## src/rtl/game_ctrl.sv

```systemverilog
// -----------------------------------------------------------------------------
// game_ctrl
//   Top-level sequencer for the slime game. It runs the game state machine
//   (title -> play -> dying -> game over), keeps the two-digit BCD score, emits
//   the one-cycle death pulse that the score recorder samples, and chooses
//   which score the seven-segment path shows.
//
// Ports:
//   clk, rst          system clock; synchronous active-high reset
//   btn_start         one-cycle start/restart pulse (already debounced)
//   collide           slime/obstacle collision level, sampled every cycle
//   point             one-cycle pulse when an obstacle is cleared
//   last_score_1/0    last recorded score digits from the recorder (BCD)
//   highest_score_1/0 highest recorded score digits from the recorder (BCD)
//   score_1/0         current score digits (BCD), registered
//   slime_die         one-cycle death pulse, registered
//   state             IDLE=0, PLAY=1, DYING=2, OVER=3, registered
//   play_en           high while playing; gates slime/obstacle motion
//   disp_1/0          digits routed to the seven-segment display
//   new_high          game-over banner flag (current score equals highest)
// -----------------------------------------------------------------------------
module game_ctrl #(
    parameter int DIE_CYCLES = 50_000_000,
    parameter int DIE_W      = 26
) (
    input  logic       clk,
    input  logic       rst,
    input  logic       btn_start,
    input  logic       collide,
    input  logic       point,
    input  logic [3:0] last_score_0,
    input  logic [3:0] last_score_1,
    input  logic [3:0] highest_score_0,
    input  logic [3:0] highest_score_1,
    output logic [3:0] score_0,
    output logic [3:0] score_1,
    output logic       slime_die,
    output logic [1:0] state,
    output logic       play_en,
    output logic [3:0] disp_0,
    output logic [3:0] disp_1,
    output logic       new_high
);

    typedef enum logic [1:0] {
        IDLE  = 2'd0,
        PLAY  = 2'd1,
        DYING = 2'd2,
        OVER  = 2'd3
    } state_t;

    // The counter starts at 0 on the first DYING cycle, so the last DYING
    // cycle is the one where it reads DIE_CYCLES-1.
    localparam logic [DIE_W-1:0] DIE_LAST = DIE_W'(DIE_CYCLES - 1);

    state_t           state_reg;
    logic [3:0]       score_0_reg;
    logic [3:0]       score_1_reg;
    logic             slime_die_reg;
    logic [DIE_W-1:0] die_cnt_reg;

    logic score_max;
    assign score_max = (score_1_reg == 4'd9) && (score_0_reg == 4'd9);

    always_ff @(posedge clk) begin
        if (rst) begin
            state_reg     <= IDLE;
            score_0_reg   <= 4'd0;
            score_1_reg   <= 4'd0;
            slime_die_reg <= 1'b0;
            die_cnt_reg   <= '0;
        end else begin
            // Death pulse lasts only the first DYING cycle.
            slime_die_reg <= 1'b0;
            case (state_reg)
                IDLE: begin
                    if (btn_start) begin
                        state_reg   <= PLAY;
                        score_0_reg <= 4'd0;
                        score_1_reg <= 4'd0;
                    end
                end
                PLAY: begin
                    // Collision beats a simultaneous point so the recorded
                    // score is the one held when the slime was hit.
                    if (collide) begin
                        state_reg     <= DYING;
                        slime_die_reg <= 1'b1;
                        die_cnt_reg   <= '0;
                    end else if (point && !score_max) begin
                        if (score_0_reg == 4'd9) begin
                            score_0_reg <= 4'd0;
                            score_1_reg <= score_1_reg + 4'd1;
                        end else begin
                            score_0_reg <= score_0_reg + 4'd1;
                        end
                    end
                end
                DYING: begin
                    if (die_cnt_reg == DIE_LAST) begin
                        state_reg <= OVER;
                    end else begin
                        die_cnt_reg <= die_cnt_reg + 1'b1;
                    end
                end
                OVER: begin
                    if (btn_start) begin
                        state_reg   <= PLAY;
                        score_0_reg <= 4'd0;
                        score_1_reg <= 4'd0;
                    end
                end
                default: state_reg <= IDLE;
            endcase
        end
    end

    assign score_0   = score_0_reg;
    assign score_1   = score_1_reg;
    assign slime_die = slime_die_reg;
    assign state     = state_reg;
    assign play_en   = (state_reg == PLAY);

    // Title screen shows the record, play/dying show the live score, and the
    // game-over screen shows what the recorder just latched.
    always_comb begin
        disp_0 = score_0_reg;
        disp_1 = score_1_reg;
        case (state_reg)
            IDLE: begin
                disp_0 = highest_score_0;
                disp_1 = highest_score_1;
            end
            OVER: begin
                disp_0 = last_score_0;
                disp_1 = last_score_1;
            end
            default: begin
                disp_0 = score_0_reg;
                disp_1 = score_1_reg;
            end
        endcase
    end

    assign new_high = (state_reg == OVER) &&
                      (score_1_reg == highest_score_1) &&
                      (score_0_reg == highest_score_0);

endmodule

```

## config.mk

```make
export PLATFORM = sky130hd
export DESIGN_NAME = game_ctrl
export DESIGN_NICKNAME = d
export VERILOG_FILES = /design/src/rtl/game_ctrl.sv
export SDC_FILE = /design/constraint.sdc
export NUM_CORES = 1
export LEC_CHECK = 0
export BUFFER_PORTS_ARGS = -buffer_cell sky130_fd_sc_hd__buf_2
export CAP_MARGIN = 20
export CORE_UTILIZATION = 25
export DETAILED_ROUTE_END_ITERATION = 7
export PLACE_DENSITY = 0.53
export SLEW_MARGIN = 10
export SYNTH_ARGS = -nofsm -noshare
export SYNTH_HDL_FRONTEND = slang
export SYNTH_SLANG_ARGS = --single-unit
```

## constraint.sdc

```tcl
create_clock -name clk -period 3.4 [get_ports clk]
set_input_delay 0.51 -clock clk [delete_from_list [all_inputs] [get_ports clk]]
set_output_delay 0.51 -clock clk [all_outputs]
set_load 0.05 [all_outputs]
```

==> Word level (Yosys, flattened, before mapping) <==
Index checks and enable logic that the tools add are counted.
{ "classes": {"n_eq_ne": 15, "mux": 19, "n_reduce_logical": 14, "add_sub_neg": 3, "bitwise_logic": 1} }
{ "ops": {"columns": ["cell", "n"], "rows": [
  ["$mux 26", 2],
  ["$pmux 26 s2", 1],
  ["$pmux 4 s2", 4],
  ["$mux 4", 7],
  ["$add 26x1->26 const B", 1],
  ["$eq 26x26->1 const B", 1],
  ["$add 4x1->4 const B", 2],
  ["$eq 4x4->1", 2],
  ["$eq 4x4->1 const B", 2],
  ["$ne 2x2->1 const B", 4],
  ["$mux 2", 3],
  ["$ne 2x1->1 const B", 3],
  ["$pmux 2 s3", 1],
  ["$reduce_and 3->1", 2],
  ["$reduce_and 5->1", 1],
  ["$eq 2x2->1 const B", 2],
  ["$logic_and 1x1->1", 4],
  ["$reduce_and 4->1", 1],
  ["$reduce_bool 2->1", 2],
  ["$reduce_or 2->1", 2],
  ["$eq 2x1->1 const B", 1],
  ["$logic_not 2->1", 1],
  ["$logic_not 1->1", 1],
  ["$mux 1", 1],
  ["$not 1->1", 1]
]} }
{ "word_totals": {"input_bits": 21, "register_bits": 37} }

==> Logic depth before layout (Yosys ltp) <==
Gate-level depths: netlist of run 1.
{ "depth": {"depth_word": 7, "ltp_mapped": 9, "ltp_nobuf": 7} }

==> Worst setup path after synthesis of run 1 <==
Ideal clock, no wire load.
{ "synth_timing": {"kind": "reg-to-output", "startpoint": "register state_reg[0] (netlist: state[0])", "endpoint": "output disp_0[0]", "required_time_ps": 2890, "path_slack_ps": 290, "path_stages_with_launch": 6, "t_arrival_ps": 2600, "path_cell_list": "dfxtp_1 -> inv_1 -> ha_1 -> buf_2 -> buf_1 -> o21ai_0"} }
{ "synth_between": {"elab_chain_cells": 2, "elab_cells_between_ends": 3, "cone_classes": "eq/ne: 1; mux: 1; reduce/logical: 1"} }
{ "synth_rtl": {"columns": ["item", "line_no", "rtl"], "rows": [
  ["start: declaration", "56", "state_t state_reg;"],
  ["start signal: assignment", "67", "state_reg <= IDLE;"],
  ["start signal: assignment", "78", "state_reg <= PLAY;"],
  ["start signal: assignment", "87", "state_reg <= DYING;"],
  ["$eq 2x2->1 / $logic_not 2->1 (equally long branches)", "129", "case (state_reg)"],
  ["$pmux 4 s2 (*)", "129", null],
  ["end: declaration", "40", "output logic [3:0] disp_0,"]
]} }
Every way passes the cells marked *; elsewhere a longest branch is shown, timed or not.

==> Worst setup path in the final report of run 1 <==
{ "layout_timing": {"startpoint": "register state_reg[0] (netlist: state[0])", "endpoint": "output disp_0[3]"} }
Same word-level chain as after synthesis.

==> metrics.txt, run 1 <==
status completed; worst hold slack ~0.50 ns; Cells after Synth roughly 300; clk root buf clkbuf_8; P_int between 800 and 900 uW; dpl ws ~0.79 ns; DRT antenna net count 0; CP startpoint kind flop; share of layout cells above drive strength 1 0.184; routability congestion estimate approximately 0.80; Starting Density 0.258; Synthesized Nets ~330; worst hold start die_cnt_reg[1]; fin util 0.301; Max Clock Skew 0.00481 ns; slew margin rel. 0.521; DR vias ~2500; syn_area_per_cell between 7 and 8 um^2; pwr dens 659 nW/um^2; Final Hold Vio Count 0; Die ar. approximately 9900 um^2; RR Endpoint score_0[2]; Overflow after GRT 0; sequential area share after synthesis 0.311; max cap viols 0; die width 99.6 um; hold path cells 2; post-synthesis async set-or-reset flop share 0; drt wl/cell around 14 um; CTS Sinks 37; switching share of total power 0.534; Die Y 99.6 um; Max IR drop VDD approximately 0.44 mV; Final period util 0.809; Setup violations, final 0; worst slew pin tran between 0.7 and 0.8 ns; CP endpoint kind output port; max reg flops 26; row cnt 35; data arrival time of the critical path ~2.2 ns; achievable frequency 0.364 GHz; wl on met1 3.16 mm; number of CTS-inserted buffers 5; 1st-iter DRT viols ~130; vias in the first global route about 2300; final setup margin roughly 0.65 ns; hpwl dp around 4.8 mm; DR DRC count 0; Synth Warn # 0; setup tns final 0 ns; Crit Path Max Fanout 20; first-pass GRT wire length ~11 mm; sequential power share 0.269; Main synth FF type dfxtp_1; met3 wire length around 470 um; net count reported at finish ~370; Reg clk slew, reported paths 0.08 ns; CTS resizes 0; Logic pwr share 0.561; clock buffer depth 2; Clock power frac 0.170; hold endpoint die_cnt_reg[1]; antenna violations before repair 0; FF+latch count, synth 37; CTS tree yes; Hold Path Class flop to flop; Crit Path Category flop to output port; core area about 9200 um^2; worst reg-to-reg path cell count 7; I/O Pins 42; commonest cells after routing, fill and taps aside buf_2, dfxtp_1, nand2_1; leading cell type in the layout, fill and taps excluded buf_2; R2R Setup Slk approximately 0.80 ns; worst reg2reg startpoint state[0]; Worst-Skew Late Latency approximately 0.29 ns; Layout area overhead 16.6%; Leak Pwr roughly 1.1 nW; Slew Viols, Final 0; Post-synth EDFFs 0; RSZ-0062 raised after global routing false; top routing layer in use met4; wire length on met2 around 3 mm; global-route usage over all layers 0.139; vias per cell 5.28; post-CTS setup buffer count 0; min cycle time layout roughly 2.8 ns; number of hold buffers added after CTS 0; Switching Power about 980 uW; # diodes 0; Cell Area, Synth between 2000 and 2500 um^2; CP required between 2 and 3 ns; H-tree levels 2; I/O Buffers 41; Distinct cells, synth 56; drt first pass iters 4; Post-Route WL approximately 6.6 mm; largest net degree at the start of global routing 31
==> worst max path at each step <==
stage	slack, ns	end	cells after the start	start
after global placement	0.89	score_0[2]	7	state[0]
final	0.65	disp_0[3]	6	state[0]
after CTS	0.61	disp_0[3]	6	state[0]
after detailed placement	0.79	score_0[2]	7	state[0]
after global routing	0.45	disp_0[3]	6	state[0]
after floorplan	0.29	disp_0[0]	5	state[0]
==> cell type report <==
class                      instances  area [um^2]
fill                            1018         6460
clock inverter                     3         17.5
multi-input combinational        242         1550
sequential                        37          741
tap                              129          161
inverter                           8         30.0
clock buffer                       5         68.8
timing repair buffer              42          213
==> stage by stage <==
step / instances / instance area (um^2) / total power [mW]
2_1_floorplan: 302 / 2380 / 1.29
3_3_place_gp: 458 / 2690 / 1.53
3_5_place_dp: 458 / 2690 / 1.54
4_1_cts: 466 / 2780 / 1.85
5_1_grt: 466 / 2780 / 1.95
6_report: 466 / 2780 / 1.83
==> power by group through the flow <==
stage / Clock [mW] / Sequential (mW) / Combinational [mW]
finish: 0.311 / 0.493 / 1.03
global route: 0.346 / 0.500 / 1.11
CTS: 0.324 / 0.494 / 1.04
detailed placement: 0 / 0.504 / 1.03
global placement: 0 / 0.500 / 1.03
floorplan: 0 / 0.561 / 0.729
==> routing by layer <==
layer,vias to the layer above,global-route usage
li1,1220,-
met1,1156,0.180
met2,79,0.219
met3,7,0.0450
met4,0,0.0419
met5,-,0
==> worst max-delay path, cell delays in order, from the launching register on <==
cell,delay (ns)
dfxtp_1,0.41
inv_1,0.09
ha_1,0.67
inv_1,0.27
nor2_1,0.22
nor2_1,0.07
buf_2,0.21
==> cells in the mapped netlist, types with 6 or more instances <==
cell       n  area share
dfxtp_1   37        0.31
nand2_1   27       0.043
nor2_1    24       0.038
o21ai_0   18       0.038
a21oi_1   15       0.032
nand4_1   13       0.034
nor3_1    12       0.025
nand3_1   11       0.023
and3_1    10       0.026
clkbuf_1   9       0.014
ha_1       9       0.047
inv_1      7       0.011
a211o_1    6       0.022
a221oi_1   6       0.022
==> cells by family after synthesis <==
kind of cell	synth area share
flops	0.311
xor+xnor	0.0294
compound gates	0.241
fa+ha+maj	0.0473
mux	0.0215
simple gates	0.311
buf+inv	0.0394
No activity file was read; power rests on OpenSTA's default activity.
==> run 2: changes to the inputs <==
Clock period 3.4 ns to 2.84 ns, I/O delays scaled along.
==> run 2 against run 1 <==
Routed wire length about the same. Worst setup slack got worse by 0.26 ns. Highest routed layer unchanged. Sequential power increased by 19%. Die area unchanged.
==> metrics.txt, run 2 (synthesis results as in run 1) <==
Final period util 0.862; global-route usage over all layers 0.140 (+0.00122); Overflow after GRT 0 (unchanged); dpl ws 0.485 ns (-0.308 ns); Starting Density 0.258 (unchanged); post-CTS setup buffer count 0 (unchanged); DR vias 2501 (+1.6%); worst slew pin tran 0.718 ns (+0.00495 ns); RSZ-0062 raised after global routing false; clk root buf clkbuf_8; slew margin rel. 0.521 (about the same); I/O Pins 42 (unchanged); row cnt 35 (unchanged); Worst-Skew Late Latency 0.29 ns (about the same); placed inst area 2720 um^2 (+0.84%); CTS resizes 0 (unchanged); Die ar. 9920 um^2 (unchanged); I/O Buffers 41 (unchanged); final setup margin 0.393 ns (-0.257 ns); hpwl dp 4.94 mm (+2.7%); fin util 0.303 (+0.00244); Tot Pwr 2.21 mW (+21%); Setup violations, final 0 (unchanged); number of hold buffers added after CTS 0 (unchanged); H-tree levels 2 (unchanged); placed insts 461 (+0.66%); net count reported at finish 369 (+0.82%); CTS tree yes; commonest cells after routing, fill and taps aside buf_2, dfxtp_1, nand2_1; DRT antenna net count 0 (unchanged); Layout Cells excl Fill 468 (+0.43%); vias in the first global route 2354 (+2.4%); Max Clock Skew 0.00911 ns (+0.00430 ns); vias per cell 5.34 (+1.1%); Die Y 99.6 um (unchanged); Hold Path Class input port to flop; worst setup path startpoint state[0]; leading cell type in the layout, fill and taps excluded buf_2; Leak Pwr 1.08 nW (+1.5%); data arrival time of the critical path 2.02 ns (-0.22 ns); CP required 2.41 ns (-0.48 ns); CTS Sinks 37 (unchanged); worst reg-to-reg path cell count 7 (unchanged); status completed; worst hold slack 0.463 ns (-0.0350 ns); setup tns final 0 ns (unchanged); Final Hold Vio Count 0 (unchanged); final instance area 2800 um^2 (+0.81%); achievable frequency a little over 0.4 GHz; CP startpoint kind flop; pwr dens 789 nW/um^2 (+20%); drt first pass iters 4 (unchanged); 1st-iter DRT viols 123 (-1.6%); Post-Route WL 6.63 mm (about the same); number of CTS-inserted buffers 5 (unchanged); # diodes 0 (unchanged); CP endpoint kind output port; die width 99.6 um (unchanged); routability congestion estimate 0.852 (+6.1%); Slew Viols, Final 0 (unchanged); DR DRC count 0 (unchanged); max reg flops 26 (unchanged); worst reg2reg startpoint state[0]; Max IR drop VDD 0.940 mV (+110%); R2R Setup Slk 0.45 ns (-0.35 ns); max cap viols 0 (unchanged); largest net degree at the start of global routing 31 (unchanged); first-pass GRT wire length 11.1 mm (+0.93%); Crit Path Max Fanout 12 (-40%); min cycle time layout approximately 2.4 ns; antenna violations before repair 0 (unchanged); core area 9240 um^2 (unchanged); Reg clk slew, reported paths 0.07 ns (about the same); RR Endpoint score_0[2]; Layout area overhead 17.6%; share of layout cells above drive strength 1 0.186 (+0.00186); drt wl/cell 14.2 um (-0.41%); Crit Path Category flop to output port; clock buffer depth 2 (unchanged); CP endpoint disp_1[0]
-- run 2: cell types whose count changed in the layout (fill, tap and decap cells not counted), sizes merged --
cell	before	now
buf	42	45
clkbuf	5	7
clkinv	2	0
clkinvlp	1	0
-- run 2: routing by layer --
metal / wire length, um / share of wire / track usage
met1: 3100 / 0.47 / 0.170
met2: 3060 / 0.46 / 0.241
met3: 386 / 0.058 / 0.0358
met4: 92 / 0.014 / 0.0430
met5: 0 / 0 / 0
-- run 2: layout make-up --
| class | count | area (um^2) |
|---|---|---|
| Tap cell | 129 | 161 |
| Clock buffer | 7 | 86.3 |
| Timing Repair Buffer | 45 | 235 |
| Fill cell | 1034 | 6440 |
| Sequential cell | 37 | 741 |
| Inverter | 8 | 30.0 |
| Multi-Input combinational cell | 242 | 1550 |
-- run 2: worst min-delay path by stage --
| stage | start | depth (start not counted) | endpoint | slack, ns |
|---|---|---|---|---|
| floorplan | die_cnt_reg[24] | 1 | die_cnt_reg[24] | 0.45 |
| detailed placement | die_cnt_reg[24] | 1 | die_cnt_reg[24] | 0.48 |
| global placement | die_cnt_reg[24] | 1 | die_cnt_reg[24] | 0.47 |
| CTS | collide | 3 | slime_die | 0.46 |
| finish | collide | 3 | slime_die | 0.46 |
| global route | collide | 3 | slime_die | 0.48 |
-- run 2: power breakdown --
part	internal, mW	switching, mW
logic	0.323	0.924
registers	0.547	0.0386
clock network	0.193	0.185
total	1.06	1.15
-- run 2: critical path, stage by stage (launching register included) --
cell     delay (ns)
dfxtp_1        0.41
inv_1          0.09
ha_1           0.51
inv_1          0.21
nor2_1         0.23
nor2_1         0.07
buf_2          0.21
==> run 3: changes to the inputs <==
Settings changed: ABC_AREA from default to 1, CAP_MARGIN 20 to default, PLACE_DENSITY 0.53 to 0.52.
Clock period 2.84 ns to 2.5 ns, I/O delays scaled along.
==> run 3 against run 2 <==
Clock power grew 99%. Worst setup slack got worse by 0.19 ns. Global-route usage increased by 0.41 points. Synthesized area is 18% higher. Critical endpoint is now disp_1[2]. Largest cell class unchanged. Largest power group unchanged. Highest routed layer unchanged.
==> metrics.txt, run 3 <==
Max Clock Skew 0.00723 ns (-0.00188 ns); Overflow after GRT 0 (unchanged); sequential area share after synthesis 0.263 (-0.0484); Slew Viols, Final 0 (unchanged); post-CTS setup buffer count 0 (unchanged); number of hold buffers added after CTS 0 (unchanged); CTS tree yes; hpwl dp 5.84 mm (+18%); Layout area overhead 19.6%; max cap viols 0 (unchanged); 1st-iter DRT viols 157 (+28%); Synthesized Nets 516 (+55%); commonest cells after routing, fill and taps aside nand2_1, nor2_1, inv_1; DR DRC count 0 (unchanged); min cycle time layout roughly 2.3 ns; first-pass GRT wire length 13.6 mm (+22%); FF+latch count, synth 37 (unchanged); CTS Sinks 37 (unchanged); Layout Cells excl Fill 665 (+42%); DR vias 3097 (+24%); die width 108 um (+8.7%); clock buffer depth 2 (unchanged); routability congestion estimate 0.777 (-8.7%); I/O Pins 42 (unchanged); CTS resizes 0 (unchanged); I/O Buffers 41 (unchanged); # diodes 0 (unchanged); CP required 2.12 ns (-0.29 ns); number of CTS-inserted buffers 5 (unchanged); CP endpoint kind output port; Setup violations, final 0 (unchanged); Crit Path Max Fanout 12 (unchanged); drt wl/cell 11.9 um (-16%); Clock power frac 0.200 (+0.029); P_int 1.83 mW (+72%); Final Hold Vio Count 0 (unchanged); share of layout cells above drive strength 1 0.139 (-0.0468); top cell type's share of synthesized area 0.263 (-0.0484); Max IR drop VDD 0.636 mV (-32%); Cell Area, Synth 2820 um^2 (+18%); switching share of total power 0.513 (-0.00628); Reg clk slew, reported paths 0.06 ns (about the same); placed insts 657 (+43%); max reg flops 26 (unchanged); dominant cells by area after synthesis dfxtp_1, nand2_1, nor2_1, inv_1, a21oi_1; global-route usage over all layers 0.144 (+0.00414); Hold Path Class input port to flop; drt first pass iters 5 (+1); core area 10900 um^2 (+18%); syn_area_per_cell 5.81 um^2 (-26%); most frequent cell after synthesis nand2_1; CP startpoint kind flop; Starting Density 0.258 (about the same); worst slew pin tran 0.446 ns (-0.272 ns); row cnt 38 (+8.6%); data arrival time of the critical path 1.92 ns (-0.10 ns); Worst-Skew Late Latency 0.28 ns (about the same); Switching Power 1.93 mW (+68%); pwr dens 1110 nW/um^2 (+41%); fin util 0.309 (+0.00540); RSZ-0062 raised after global routing false; Crit Path Category flop to output port; vias in the first global route 2856 (+21%); DRT antenna net count 0 (unchanged); Cells after Synth 486 (+61%); Distinct cells, synth 30 (-46%); status completed; Post-Route WL 7.95 mm (+20%); Logic pwr share 0.575 (+0.011); Synth Warn # 0 (unchanged); sequential power share 0.225 (-0.040); net count reported at finish 554 (+50%); Main synth FF type dfxtp_1; H-tree levels 2 (unchanged); largest net degree at the start of global routing 26 (-16%); Post-synth EDFFs 0 (unchanged); clk root buf clkbuf_16; Final period util 0.920; Die ar. 11700 um^2 (+18%); Die Y 108 um (+8.7%); antenna violations before repair 0 (unchanged); achievable frequency between 0.4 and 0.5 GHz; leading cell type in the layout, fill and taps excluded nand2_1; vias per cell 4.66 (-13%); post-synth top area cell dfxtp_1; slew margin rel. 0.702 (+0.180); Leak Pwr 1.42 nW (+31%); post-synthesis async set-or-reset flop share 0 (unchanged); synth cell count leaders nand2_1, nor2_1, inv_1, a21oi_1, dfxtp_1; Fill cells 1235 (+19%)
==> run 3: cell families (layout without fill, tap and decap cells) <==
| group | after synthesis | in the layout | share of synthesized area |
|---|---|---|---|
| xor gates and xnor gates | 4 | 4 | 0.0124 |
| adders and majority gates | 9 | 9 | 0.0399 |
| buffers and inverters | 82 | 121 | 0.118 |
| DFF | 37 | 37 | 0.263 |
| and+or+nand+nor | 290 | 290 | 0.440 |
| AOI/OAI and AO/OA | 64 | 64 | 0.128 |
==> run 3: area by class of cell <==
class / count / area, um^2 / area share
clock inverter: 2 / 37.5 / 0.0111
clock buffer: 6 / 139 / 0.0412
inverter: 62 / 233 / 0.0690
sequential: 37 / 741 / 0.220
tap: 140 / 175 / 0.0519
multi-input combinational: 367 / 1760 / 0.521
timing repair buffer: 51 / 293 / 0.0868
==> run 3: path summary, 6_finish.rpt <==
path / cells past startpoint / startpoint / endpoint / slack (ns)
worst min-delay path: 3 / collide / slime_die / 0.38
worst min register to register: 2 / die_cnt_reg[2] / die_cnt_reg[2] / 0.51
worst max register to register: 11 / state[0] / score_1[0] / 0.52
worst max-delay path: 6 / state[0] / disp_1[2] / 0.20
==> run 3: worst max-delay path: stages, from the launching register on <==
cell     delay (ns)
dfxtp_1        0.39
inv_1          0.09
ha_1           0.43
buf_4          0.24
a21oi_1        0.06
a22oi_1        0.13
buf_2          0.29
==> run 3: metrics by stage <==
stage	TNS [ns]	instance area [um^2]	worst slack (ns)	power, mW	hold slack [ns]
3_3_place_gp	0	3200	0.572	2.98	0.487
6_report	0	3370	0.201	3.76	0.385
4_1_cts	0	3370	0.176	3.79	0.383
5_1_grt	0	3370	0.0271	4.06	0.383
2_1_floorplan	-2.02	2830	-0.272	2.54	0.462
3_5_place_dp	0	3200	0.488	3.02	0.500
==> run 3: power groups by stage <==
stage / Clock, mW / Combinational, mW / Sequential (mW)
final: 0.750 / 2.16 / 0.845
after global routing: 0.791 / 2.40 / 0.866
after CTS: 0.770 / 2.17 / 0.846
after detailed placement: 0 / 2.16 / 0.858
after global placement: 0 / 2.13 / 0.852
after floorplan: 0 / 1.62 / 0.926
==> run 3: routing by layer <==
metal | global-route usage | wire length (um) | part of all wire
met1 | 0.191 | 3800 | 0.48
met2 | 0.244 | 3690 | 0.46
met3 | 0.0247 | 382 | 0.048
met4 | 0.0294 | 70 | 0.0088
met5 | 0 | 0 | 0
